<file path="src/rtl/pwm_pkg.sv">
// rtl/pwm_pkg.sv - shared types and helpers for the PWM generator
package pwm_pkg;

  typedef enum logic [1:0] {
    IDLE = 2'd0,
    ARM  = 2'd1,
    RUN  = 2'd2
  } pwm_state_e;

  function automatic int duty_w(input int width);
    return width + 1;
  endfunction

  // Clamp a requested duty to the full period length 2^width.
  function automatic logic [31:0] sat_duty(input logic [31:0] duty, input int width);
    logic [31:0] full;
    full = 32'd1 << width;
    return (duty > full) ? full : duty;
  endfunction

endpackage

</file>
<file path="src/rtl/pwm_gen_if.sv">
// rtl/pwm_gen_if.sv - duty value valid/ready handshake bundle
interface pwm_gen_if
  import pwm_pkg::*;
#(
  parameter int WIDTH = 3
) ();

  localparam int DUTY_W = duty_w(WIDTH);

  logic [DUTY_W-1:0] duty_in;
  logic              duty_valid;
  logic              duty_ready;

  modport master (output duty_in, output duty_valid, input duty_ready);
  modport slave  (input duty_in, input duty_valid, output duty_ready);

endinterface

</file>
<file path="src/rtl/pwm_gen_duty_buffer.sv">
// rtl/pwm_gen_duty_buffer.sv - shadow/active duty registers with valid/ready intake
module duty_buffer
  import pwm_pkg::*;
#(
  parameter int WIDTH = 3
) (
  input  logic           clk,
  input  logic           res,
  pwm_gen_if.slave       duty_bus,
  input  logic           commit,
  output logic [WIDTH:0] duty_active_next
);

  localparam int DUTY_W = duty_w(WIDTH);

  logic [DUTY_W-1:0] shadow_q, shadow_d;
  logic [DUTY_W-1:0] active_q, active_d;
  logic              pending_q, pending_d;

  // A commit only happens with pending set, which keeps the slot closed to new
  // transfers on that edge; a transfer at a period start therefore waits a period.
  always_comb begin
    shadow_d  = shadow_q;
    active_d  = active_q;
    pending_d = pending_q;
    if (commit && pending_q) begin
      active_d  = shadow_q;
      pending_d = 1'b0;
    end
    if (duty_bus.duty_valid && !pending_q) begin
      shadow_d  = DUTY_W'(sat_duty(32'(duty_bus.duty_in), WIDTH));
      pending_d = 1'b1;
    end
  end

  always_ff @(posedge clk or negedge res) begin
    if (!res) begin
      shadow_q  <= '0;
      active_q  <= '0;
      pending_q <= 1'b0;
    end else begin
      shadow_q  <= shadow_d;
      active_q  <= active_d;
      pending_q <= pending_d;
    end
  end

  assign duty_bus.duty_ready = !pending_q;
  assign duty_active_next    = active_d;

endmodule

</file>
<file path="src/rtl/pwm_gen.sv">
// rtl/pwm_gen.sv - counter-driven PWM with period-aligned duty updates and sync check
module pwm_gen
  import pwm_pkg::*;
#(
  parameter int WIDTH = 3
) (
  input  logic             clk,
  input  logic             res,
  input  logic [WIDTH-1:0] cnt,
  input  logic             en,
  pwm_gen_if.slave         duty_bus,
  output logic             pwm,
  output logic             period_start,
  output logic             sync_err,
  input  logic             err_clr
);

  pwm_state_e       state_q, state_d;
  logic             pwm_q, pwm_d;
  logic             period_start_q, period_start_d;
  logic             sync_err_q, sync_err_d;
  logic [WIDTH-1:0] prev_cnt_q, prev_cnt_d;
  logic             discont;
  logic [WIDTH:0]   duty_active_next;

  duty_buffer #(.WIDTH(WIDTH)) u_duty_buffer (
    .clk              (clk),
    .res              (res),
    .duty_bus         (duty_bus),
    .commit           (period_start_d),
    .duty_active_next (duty_active_next)
  );

  assign discont = (cnt != WIDTH'(prev_cnt_q + 1'b1));

  always_comb begin
    state_d    = state_q;
    prev_cnt_d = cnt;
    sync_err_d = err_clr ? 1'b0 : sync_err_q;
    case (state_q)
      IDLE: if (en) state_d = ARM;
      ARM: begin
        if (!en)              state_d = IDLE;
        else if (cnt == '0)   state_d = RUN;
      end
      RUN: begin
        if (!en) begin
          state_d = IDLE;
        end else if (discont) begin
          // A jump back to zero still only re-arms; RUN waits for the next clean zero.
          state_d    = ARM;
          sync_err_d = 1'b1;
        end
      end
      default: state_d = IDLE;
    endcase
    period_start_d = (state_d == RUN) && (cnt == '0);
    pwm_d          = (state_d == RUN) && ({1'b0, cnt} < duty_active_next);
  end

  always_ff @(posedge clk or negedge res) begin
    if (!res) begin
      state_q        <= IDLE;
      pwm_q          <= 1'b0;
      period_start_q <= 1'b0;
      sync_err_q     <= 1'b0;
      prev_cnt_q     <= '0;
    end else begin
      state_q        <= state_d;
      pwm_q          <= pwm_d;
      period_start_q <= period_start_d;
      sync_err_q     <= sync_err_d;
      prev_cnt_q     <= prev_cnt_d;
    end
  end

  assign pwm          = pwm_q;
  assign period_start = period_start_q;
  assign sync_err     = sync_err_q;

endmodule

</file>
<file path="src/flat_wrapper.sv">
// flat-port wrapper written by rule: the top's interface ports become plain ports
module pwm_gen_flat import pwm_pkg::*;
#(
  parameter int WIDTH = 3
)
  (clk, res, cnt, en, pwm, period_start, sync_err, err_clr, duty_bus_duty_in, duty_bus_duty_valid, duty_bus_duty_ready);
  pwm_gen_if #(.WIDTH(WIDTH)) duty_bus_i ();
  input  logic clk;
  input  logic res;
  input  logic [WIDTH-1:0] cnt;
  input  logic en;
  output logic pwm;
  output logic period_start;
  output logic sync_err;
  input  logic err_clr;
  input wire logic [$bits(duty_bus_i.duty_in)-1:0] duty_bus_duty_in;
  input wire logic [$bits(duty_bus_i.duty_valid)-1:0] duty_bus_duty_valid;
  output wire logic [$bits(duty_bus_i.duty_ready)-1:0] duty_bus_duty_ready;
  assign duty_bus_i.duty_in = duty_bus_duty_in;
  assign duty_bus_i.duty_valid = duty_bus_duty_valid;
  assign duty_bus_duty_ready = duty_bus_i.duty_ready;
  pwm_gen #(.WIDTH(WIDTH)) u_core (.clk(clk), .res(res), .cnt(cnt), .en(en), .duty_bus(duty_bus_i), .pwm(pwm), .period_start(period_start), .sync_err(sync_err), .err_clr(err_clr));
endmodule
</file>
<file path="config.mk">
export PLATFORM = sky130hd
export DESIGN_NAME = pwm_gen_flat
export DESIGN_NICKNAME = d
export VERILOG_FILES = /design/src/rtl/pwm_pkg.sv /design/src/rtl/pwm_gen_if.sv /design/src/rtl/pwm_gen_duty_buffer.sv /design/src/rtl/pwm_gen.sv /design/src/flat_wrapper.sv
export SDC_FILE = /design/constraint.sdc
export NUM_CORES = 1
export LEC_CHECK = 0
export ABC_AREA = 1
export BUFFER_PORTS_ARGS = -buffer_cell sky130_fd_sc_hd__buf_4
export CAP_MARGIN = 20
export CORE_UTILIZATION = 47
export CTS_CLUSTER_SIZE = 40
export DETAILED_ROUTE_END_ITERATION = 10
export HOLD_SLACK_MARGIN = 0.12
export PLACE_DENSITY = 0.78
export SLEW_MARGIN = 20
export SYNTH_ARGS = -nofsm -noshare
export SYNTH_HDL_FRONTEND = slang
export SYNTH_SLANG_ARGS = --single-unit
</file>
<file path="constraint.sdc">
create_clock -name clk -period 2.2 [get_ports clk]
set_input_delay 0.11 -clock clk [delete_from_list [all_inputs] [get_ports clk]]
set_output_delay 0.11 -clock clk [all_outputs]
set_load 0.01 [all_outputs]
</file>
## Yosys cells after proc, flatten, opt, wreduce, memory -nomap -nowiden

Index checks and enable logic that the tools add are counted.
W data, S select, Z words.

| word-level totals | value |
|---|---|
| register bits after elaboration | 17 |
| latch bits | 0 |
| memory bits (writable) | 0 |
| bits in read-only memories | 0 |
| bits of input ports | 12 |
| memories kept | 0 |

| cells by class | value |
|---|---|
| add/sub/neg operators | 1 |
| multipliers | 0 |
| divide/modulo/power cells | 0 |
| magnitude comparators | 2 |
| equality and inequality tests | 4 |
| shift operators | 0 |
| muxes and demuxes | 14 |
| bitwise operators | 0 |
| reductions and logical operators | 8 |

Operator list:

| operator | count |
|---|---|
| $mux W2 | 5 |
| $mux W4 | 2 |
| $mux W1 | 6 |
| $pmux W2 S3 | 1 |
| $eq A2 B2 Y1 const B | 2 |
| $gt A4 B4 Y1 const B | 1 |
| $logic_and A1 B1 Y1 | 4 |
| $lt A3 B4 Y1 | 1 |
| $add A3 B1 Y3 const B | 1 |
| $logic_not A3 Y1 | 1 |
| $ne A3 B3 Y1 | 1 |
| $eq A2 B1 Y1 const B | 1 |
| $logic_not A2 Y1 | 1 |
| $reduce_bool A2 Y1 | 1 |
| $logic_not A1 Y1 | 1 |

## Logic depth before layout (Yosys ltp)

Gate-level depths: netlist of run 1.

| depth | value |
|---|---|
| depth after elaboration | 11 |
| depth in mapped cells | 18 |

## Modules after synthesis

Synthesis of run 1 repeated with hierarchy kept, for this count alone.

| second synthesis, totals | value |
|---|---|
| cells, all modules | 101 |
| area total of the unflattened synthesis | 837.1 µm² |

By module, submodules not included:

| module | instances | cells each | area an instance (µm²) |
|---|---|---|---|
| pwm_gen | 1 | 57 | 446.7 |
| duty_buffer | 1 | 44 | 390.4 |

## Worst setup path after synthesis of run 1

OpenSTA, ideal clock, no wires.

| timing | value |
|---|---|
| path type | register to register |
| start point | register u_core.prev_cnt_q[0] |
| end point | register u_core.pwm_q (netlist: u_core.pwm) |
| arrival time | 1.940 ns |
| data required time | 2.085 ns |
| setup slack | 0.145 ns |
| stages on the path, launching flop included | 18 |
| clock period less this slack | 2.055 ns |
| cell sequence | dfrtp_1 > ha_1 > inv_1 > nand2_1 > nand2_1 > nor2_2 > nand3_2 > nand2_4 > nand3_4 > inv_1 > or2_1 > o21ai_0 > ha_1 > inv_1 > nor2_2 > nand2_1 > nand2_1 > nor2_2 |

| on the way | value |
|---|---|
| word-level cells in the longest chain between the ends | 11 |

RTL lines:

| item | line | RTL |
|---|---|---|
| from (decl) | pwm_gen.sv:22 | `logic [WIDTH-1:0] prev_cnt_q, prev_cnt_d;` |
| from (signal assigned) | pwm_gen.sv:73 | `prev_cnt_q <= prev_cnt_d;` |
| $add A3 B1 Y3 * | pwm_gen.sv:34 | `assign discont = (cnt != WIDTH'(prev_cnt_q + 1'b1));` |
| $ne A3 B3 Y1 * | pwm_gen.sv:34 |  |
| $mux W2 * | pwm_gen.sv:49 | `end else if (discont) begin` |
| $mux W2 * | pwm_gen.sv:47 | `if (!en) begin` |
| $pmux W2 S3 * | pwm_gen.sv:40 | `case (state_q)` |
| net u_core.state_d[1] | pwm_gen.sv:18 | `pwm_state_e state_q, state_d;` |
| $eq A2 B2 Y1 * | pwm_gen.sv:57, pwm_gen.sv:58 |  |
| $logic_and A1 B1 Y1 | pwm_gen.sv:57 | `period_start_d = (state_d == RUN) && (cnt == '0);` |
| $logic_and A1 B1 Y1 | pwm_gen_duty_buffer.sv:26 | `if (commit && pending_q) begin` |
| $mux W4 | pwm_gen_duty_buffer.sv:26 |  |
| $lt A3 B4 Y1 | pwm_gen.sv:58 | `pwm_d = (state_d == RUN) && ({1'b0, cnt} < duty_active_next);` |
| $logic_and A1 B1 Y1 * | pwm_gen.sv:58 |  |
| net u_core.pwm_d | pwm_gen.sv:19 | `logic pwm_q, pwm_d;` |
| to (signal assigned) | pwm_gen.sv:70 | `pwm_q <= pwm_d;` |
| to (decl) | pwm_gen.sv:19 |  |

Mark *: on every way through the listed nets, which the timed path passes. The rest lies on a longest branch.
A chain may end at the register's enable or synchronous reset.

## Worst setup path in the final report of run 1

Same ends and word-level chain as after synthesis.

==> results of run 1 <==
## layer usage
metal / global-route usage (%) / wire, um / vias up
met4: 9.091 / 10 / 0
met3: 3.673 / 69 / 2
li1: - / - / 359
met1: 24.33 / 744 / 326
met2: 34.41 / 908 / 19
met5: 0 / 0 / -
## stage by stage
stage                     area (um2)  setup TNS [ns]  hold slack (ns)  std cells
after floorplan                840.8               0          -0.1856         93
after global placement         998.5               0         -0.01773        134
after detailed placement       998.5               0         -0.01521        134
after CTS                       1142               0           0.2126        150
after global routing            1191        -0.07542           0.2368        153
final                           1191               0           0.2237        153
## sequential cells by signal, indices dropped and copies added, names as in the netlist
register                        count
u_core.period_start                 1
u_core.prev_cnt_q                   3
u_core.pwm                          1
u_core.state_q                      2
u_core.sync_err                     1
u_core.u_duty_buffer.active_q       4
u_core.u_duty_buffer.pending_q      1
u_core.u_duty_buffer.shadow_q       4
## cells in the mapped netlist
cell type   n
and2_2      1
dfrtp_1    17
nand4_1     1
nand3_2     1
nand4_2     1
o21ai_2     1
inv_1      21
nand3_1     2
nor2_2      3
nor3_4      1
ha_1        3
or2_1       2
a21oi_1     1
o211ai_1    1
nor2_1      4
nand2_1    21
nand2_4     1
a22o_1      3
inv_2       1
nand3_4     1
nand2_2     1
o21ai_0     5
## power groups by stage
stage	logic (mW)	clock network (mW)	registers, mW
3_3_place_gp	0.103	0	0.350
6_report	0.140	0.166	0.346
4_1_cts	0.127	0.171	0.344
5_1_grt	0.158	0.182	0.350
3_5_place_dp	0.109	0	0.351
2_1_floorplan	0.0675	0	0.349
## worst paths after layout
path | from | endpoint | slack [ns] | depth (start not counted)
worst max-delay path | u_core.prev_cnt_q[0]$_DFF_PN0_ | u_core.pwm$_DFF_PN0_ | 0.09 | 17
worst min-delay path | res | u_core.state_q[0]$_DFF_PN0_ | 0.22 | 2
worst max register to register | u_core.prev_cnt_q[0]$_DFF_PN0_ | u_core.pwm$_DFF_PN0_ | 0.09 | 17
worst min register to register | u_core.u_duty_buffer.shadow_q[0]$_DFFE_PN0P_ | u_core.u_duty_buffer.shadow_q[0]$_DFFE_PN0P_ | 0.52 | 1
max in group asynchronous | res | u_core.u_duty_buffer.shadow_q[3]$_DFFE_PN0P_ | 1.79 | 2
min in group clk | u_core.u_duty_buffer.shadow_q[0]$_DFFE_PN0P_ | u_core.u_duty_buffer.shadow_q[0]$_DFFE_PN0P_ | 0.52 | 1
## worst max-delay path: cells and delay by family (launching register included)
family                     cells  cell delay, ns
DFF                            1            0.42
adders and majority gates      2            0.58
and+or+nand+nor               11            0.82
AOI/OAI and AO/OA              1            0.07
buffers and inverters          3            0.14
## logic make-up after synthesis
group | share of synthesized area, %
flops | 50.60
simple gates | 26.49
fa+ha+maj | 4.465
buf+inv | 9.822
compound gates | 8.631
## timing repair
action | CTS | global route
setup endpoints to repair | 1 | 1
hold buffers | 11 | 0
resized for setup | 0 | 10
buffers inserted | 1 | 3
pin swaps | 0 | 9
endpoints found under the hold margin | 27 | 0
gates cloned | 0 | 0
## area by class of cell
cell class / instances / area share [%]
timing repair buffer: 32 / 22.48
tap: 24 / 2.521
sequential: 17 / 35.71
clock buffer: 4 / 2.206
inverter: 22 / 6.933
multi-input combinational: 54 / 30.15
==> run metrics, run 1 <==
status finished clean; Final ANT Viol Nets 0; fin crit share 95.99%; Switching Share 26.91%; ranking of synthesized cells by area dfrtp_1 (51%), inv_1 (9.4%), nand2_1 (9.4%); Avg WL per Cell 11.33 um; drt initial violations 7; cell area after synthesis 840.8 um2; fillers 113; Clk pwr share 25.5%; Final Wtd Congestion 0.8266; fin util 74.73%; die area 1962 um2; Syn-to-layout area delta 41.67%; NetSw 0.1755 mW; routed wire length 1.733 mm; Synth cell types 22; worst slew pin tran 0.2612 ns; initial antenna violation count 0; combinational fraction of design power 21.4%; max_slew headroom 82.52%; FF/Latch Area 425.4 um2; CTS tree done; Crit Path Class reg2reg; first-pass GRT wire length 2.780 mm; largest stage delay on the critical path 0.42 ns; startpoint types register; Max Freq 473.5 MHz; cell count after synthesis 93; Leakage 0.6242 nW; pre-CTS setup slack 0.006504 ns; syn_nets 108; site row count 14; ANT cells 0; total CTS buffers 3; via count 706; clk buf depth 2; Clock Skew 0.0005373 ns; cell taking the most area after synthesis dfrtp_1; grt total ovfl 0; number of port buffers 15; most frequent cells in the layout buf_4 (21), nand2_1 (19), inv_1 (18); Seq/Total Area, Yosys 50.60%; number of global-route vias before repair 677; Layout Nets 145; commonest non-fill, non-tap cell in the layout buf_4; vias per inst 4.614; Initial Util 52.75%; Die Y-Extent 44.30 um; clk slew on worst S/H paths 0.10 ns; max-slew violations 0; Reg power frac 53.1%; Critical-path top delay cell dfrtp_1; # Max-Cap Violations 0; Cell Int Power 0.4765 mW; Post-DP HPWL 1.171 mm; Synth Register Bits 17; DRC Markers 0; Most common cell on crit path inv_2; unrepaired setup endpoints after global routing true; Worst Path Arrival 2.30 ns; Avg Cell Area, Syn 9.041 um2; clock root buffer clkbuf_4; largest net degree at the start of global routing 18; worst-skew pair later-pin latency 0.28 ns; share of post-route cells with drive strength above 1 33.33%; final setup margin 0.08812 ns; Worst Path Max Fanout 4; synth warn 0; worst-path cell chain ha_4 > inv_2 > nand2_2 > nand2_2 > nor2_4 > nand3_2 > nand2_4 > nand3_4 > inv_2 > or2_1 > o21ai_2 > ha_1 > inv_2 > nor2_2 > nand2_1 > nand2_1 > nor2_2; Finish-stage setup viols 0; power per standard cell area 547.3 nW/um2; VDD IR max 0.4333 mV; Die Wd 44.30 um; post-route minimum period 2.112 ns; crit path capture type register; final hold violations 0; share of the synthesized area in the top cell type 50.60%; Pre-Repair DR Iteration Count 4; Worst Hold Class in2async; Pwr Total 0.6520 mW; CTS sink cnt 17; H-Tree Depth 1; Crit path required time 2.39 ns; IO Pins 16; Multi-input gate area 359.1 um2; GRT Util Overall 20.02%; CORE AREA 1594 um2
Note: power is estimated with default switching activity, not from simulation.
==> run 2, diff against run 1 <==
--- a/config.mk
+++ b/config.mk
@@ -8,6 +8,7 @@
 export ABC_AREA = 1
 export BUFFER_PORTS_ARGS = -buffer_cell sky130_fd_sc_hd__buf_4
 export CAP_MARGIN = 20
+export CORE_MARGIN = 8
 export CORE_UTILIZATION = 47
 export CTS_CLUSTER_SIZE = 40
 export DETAILED_ROUTE_END_ITERATION = 10
==> constraint.sdc (replaced) <==
create_clock -name clk -period 1.7 [get_ports clk]
set_input_delay 0.085 -clock clk [delete_from_list [all_inputs] [get_ports clk]]
set_output_delay 0.085 -clock clk [all_outputs]
set_load 0.01 [all_outputs]
==> run 2 against run 1 <==
Effect of this change: combinational power rose by 50%; worst setup slack got worse by 0.50 ns; clock skew rose by 0.0073 ns; flip-flop and latch count did not move; cell count rose by 6.5%; non-clock buffer count rose by 9; total power rose by 34%; die area rose by 73%; the flow now finishes with violations (negative setup slack); worst hold slack got worse by 0.025 ns.
==> run metrics, run 2 (synthesis results as in run 1) <==
status complete, but fails checks; failing checks negative setup slack; fillers 139 (+23%); startpoint types register; Syn-to-layout area delta 51.34%; clk buf depth 2 (unchanged); Leakage 0.6700 nW (+7.3%); DRC Markers 0 (unchanged); Die Wd 58.30 um (+32%); share of post-route cells with drive strength above 1 37.68% (+4.3 points); largest net degree at the start of global routing 18 (unchanged); most frequent cells in the layout buf_4 (29), nand2_1 (20), inv_1 (18); CTS sink cnt 17 (unchanged); Pre-Repair DR Iteration Count 3 (-1); crit path capture type register; Crit path required time 1.92 ns (-0.47 ns); Regs by FF count u_core.u_duty_buffer.active_q: 4 flops, u_core.u_duty_buffer.shadow_q: 4 flops, u_core.prev_cnt_q: 3 flops; max-slew violations 0 (unchanged); Finish-stage setup viols 7 (+7); power per standard cell area 685.5 nW/um2 (+25%); final setup margin -0.4146 ns (-0.5027 ns); commonest non-fill, non-tap cell in the layout buf_4; site row count 15 (+1); max_slew headroom 82.49% (about the same); worst-skew pair later-pin latency 0.29 ns (about the same); H-Tree Depth 1 (unchanged); routed wl met3 90 um (+30%); r2r startpoint u_core.prev_cnt_q[0]$_DFF_PN0_; Final ANT Viol Nets 0 (unchanged); first-pass GRT wire length 3.146 mm (+13%); Final Wtd Congestion 0.7884 (-4.6%); GRT Util Overall 11.88% (-8.1 points); grt total ovfl 0 (unchanged); pre-CTS setup slack -0.3970 ns (-0.4035 ns); Worst Path Max Fanout 4 (unchanged); CTS tree done; Pwr Total 0.8723 mW (+34%); setup slack, reg-to-reg -0.41 ns (-0.50 ns); Setup Total Neg Slack -0.7583 ns (-0.7583 ns); Post-DP HPWL 1.315 mm (+12%); Max Freq 472.9 MHz (-0.13%); Avg WL per Cell 11.63 um (+2.7%); top routing layer used met4; Layout Nets 154 (+6.2%); vias per inst 4.601 (-0.29%); fin crit share 124.4% (+28 points); total CTS buffers 3 (unchanged); routed wire length 1.896 mm (+9.4%); VDD IR max 0.5732 mV (+32%); Worst Hold Class in2async; post-route minimum period 2.115 ns (+0.002695 ns); met2 WL post-DR 1.005 mm (+11%); # Max-Cap Violations 0 (unchanged); clock root buffer clkbuf_4; number of global-route vias before repair 798 (+18%); length of routed wiring on met1 748 um (+0.54%); initial antenna violation count 0 (unchanged); end of the worst register-to-register path u_core.pwm$_DFF_PN0_; depth of the worst register-to-register path 17 (unchanged); Die Y-Extent 58.30 um (+32%); worst slew pin tran 0.2617 ns (+0.0005442 ns); CORE AREA 1708 um2 (+7.1%); Worst Path Arrival 2.34 ns (+0.04 ns); unrepaired setup endpoints after global routing true; final hold violations 0 (unchanged); via count 750 (+6.2%); Initial Util 49.23% (-3.5 points); Clock Skew 0.007815 ns (+0.007278 ns); clk slew on worst S/H paths 0.10 ns (about the same); IO Pins 16 (unchanged); Crit Path Class reg2reg; drt initial violations 3 (-4); ANT cells 0 (unchanged); number of port buffers 15 (unchanged); die area 3398 um2 (+73%)
-- run 2: critical path: stages (launching register included) --
cell     delay (ns)
dfrtp_1        0.42
ha_4           0.28
inv_2          0.03
nand2_1        0.05
nand2_1        0.06
nor2_2         0.14
nand3_2        0.10
nand2_4        0.08
nand3_4        0.09
inv_2          0.06
or2_1          0.10
o21ai_2        0.06
ha_1           0.27
nand2_1        0.07
nand2_1        0.06
nand2_1        0.06
nand2_1        0.05
nor2_2         0.07
-- run 2: worst max-delay path by stage --
stage | slack [ns] | startpoint | endpoint | depth (start not counted)
2_1_floorplan | -0.31 | u_core.prev_cnt_q[0]$_DFF_PN0_ | u_core.pwm$_DFF_PN0_ | 17
3_3_place_gp | -0.34 | u_core.prev_cnt_q[0]$_DFF_PN0_ | u_core.pwm$_DFF_PN0_ | 17
3_5_place_dp | -0.40 | u_core.prev_cnt_q[0]$_DFF_PN0_ | u_core.pwm$_DFF_PN0_ | 17
4_1_cts | -0.40 | u_core.prev_cnt_q[0]$_DFF_PN0_ | u_core.pwm$_DFF_PN0_ | 17
5_1_grt | -0.59 | u_core.prev_cnt_q[0]$_DFF_PN0_ | u_core.pwm$_DFF_PN0_ | 17
6_report | -0.41 | u_core.prev_cnt_q[0]$_DFF_PN0_ | u_core.pwm$_DFF_PN0_ | 17
-- run 2: where the power goes --
group          total, mW  switching (mW)  internal [mW]  leakage (nW)
logic              0.210          0.0941          0.115         0.443
registers          0.451          0.0167          0.434         0.212
clock network      0.212           0.120         0.0913        0.0150
total              0.872           0.231          0.641         0.670
-- run 2: per-layer routing --
metal	global-route usage, %	vias up
met1	11.47	347
met2	22.05	18
li1	-	378
met4	6.643	0
met3	3.261	7
met5	0	-
-- run 2: stage by stage --
step | util [%] | cells | hold slack, ns | instance area (um2)
after floorplan | - | 93 | -0.2106 | 840.8
after global placement | 61.17 | 141 | -0.04221 | 1045
after detailed placement | 61.17 | 141 | -0.04136 | 1045
after CTS | 72.38 | 162 | 0.1841 | 1236
after global routing | 74.51 | 163 | 0.2107 | 1272
final | 74.51 | 163 | 0.1983 | 1272
-- run 2: repair_timing --
| item | in CTS | in global routing |
|---|---|---|
| hold buffers | 11 | 0 |
| endpoints found under the setup margin | 3 | 8 |
| setup buffers | 6 | 2 |
| gates resized for setup | 3 | 8 |
| pin swaps | 3 | 2 |
| hold endpoints to repair | 27 | 0 |
-- run 2: final cells by class --
cell class | instances | area [um2] | share of cell area (%)
Clock buffer | 4 | 26.28 | 2.065
Sequential cell | 17 | 425.4 | 33.43
Multi-Input combinational cell | 54 | 367.9 | 28.91
Tap cell | 25 | 31.28 | 2.458
Inverter | 22 | 82.58 | 6.490
Timing Repair Buffer | 41 | 339.1 | 26.65
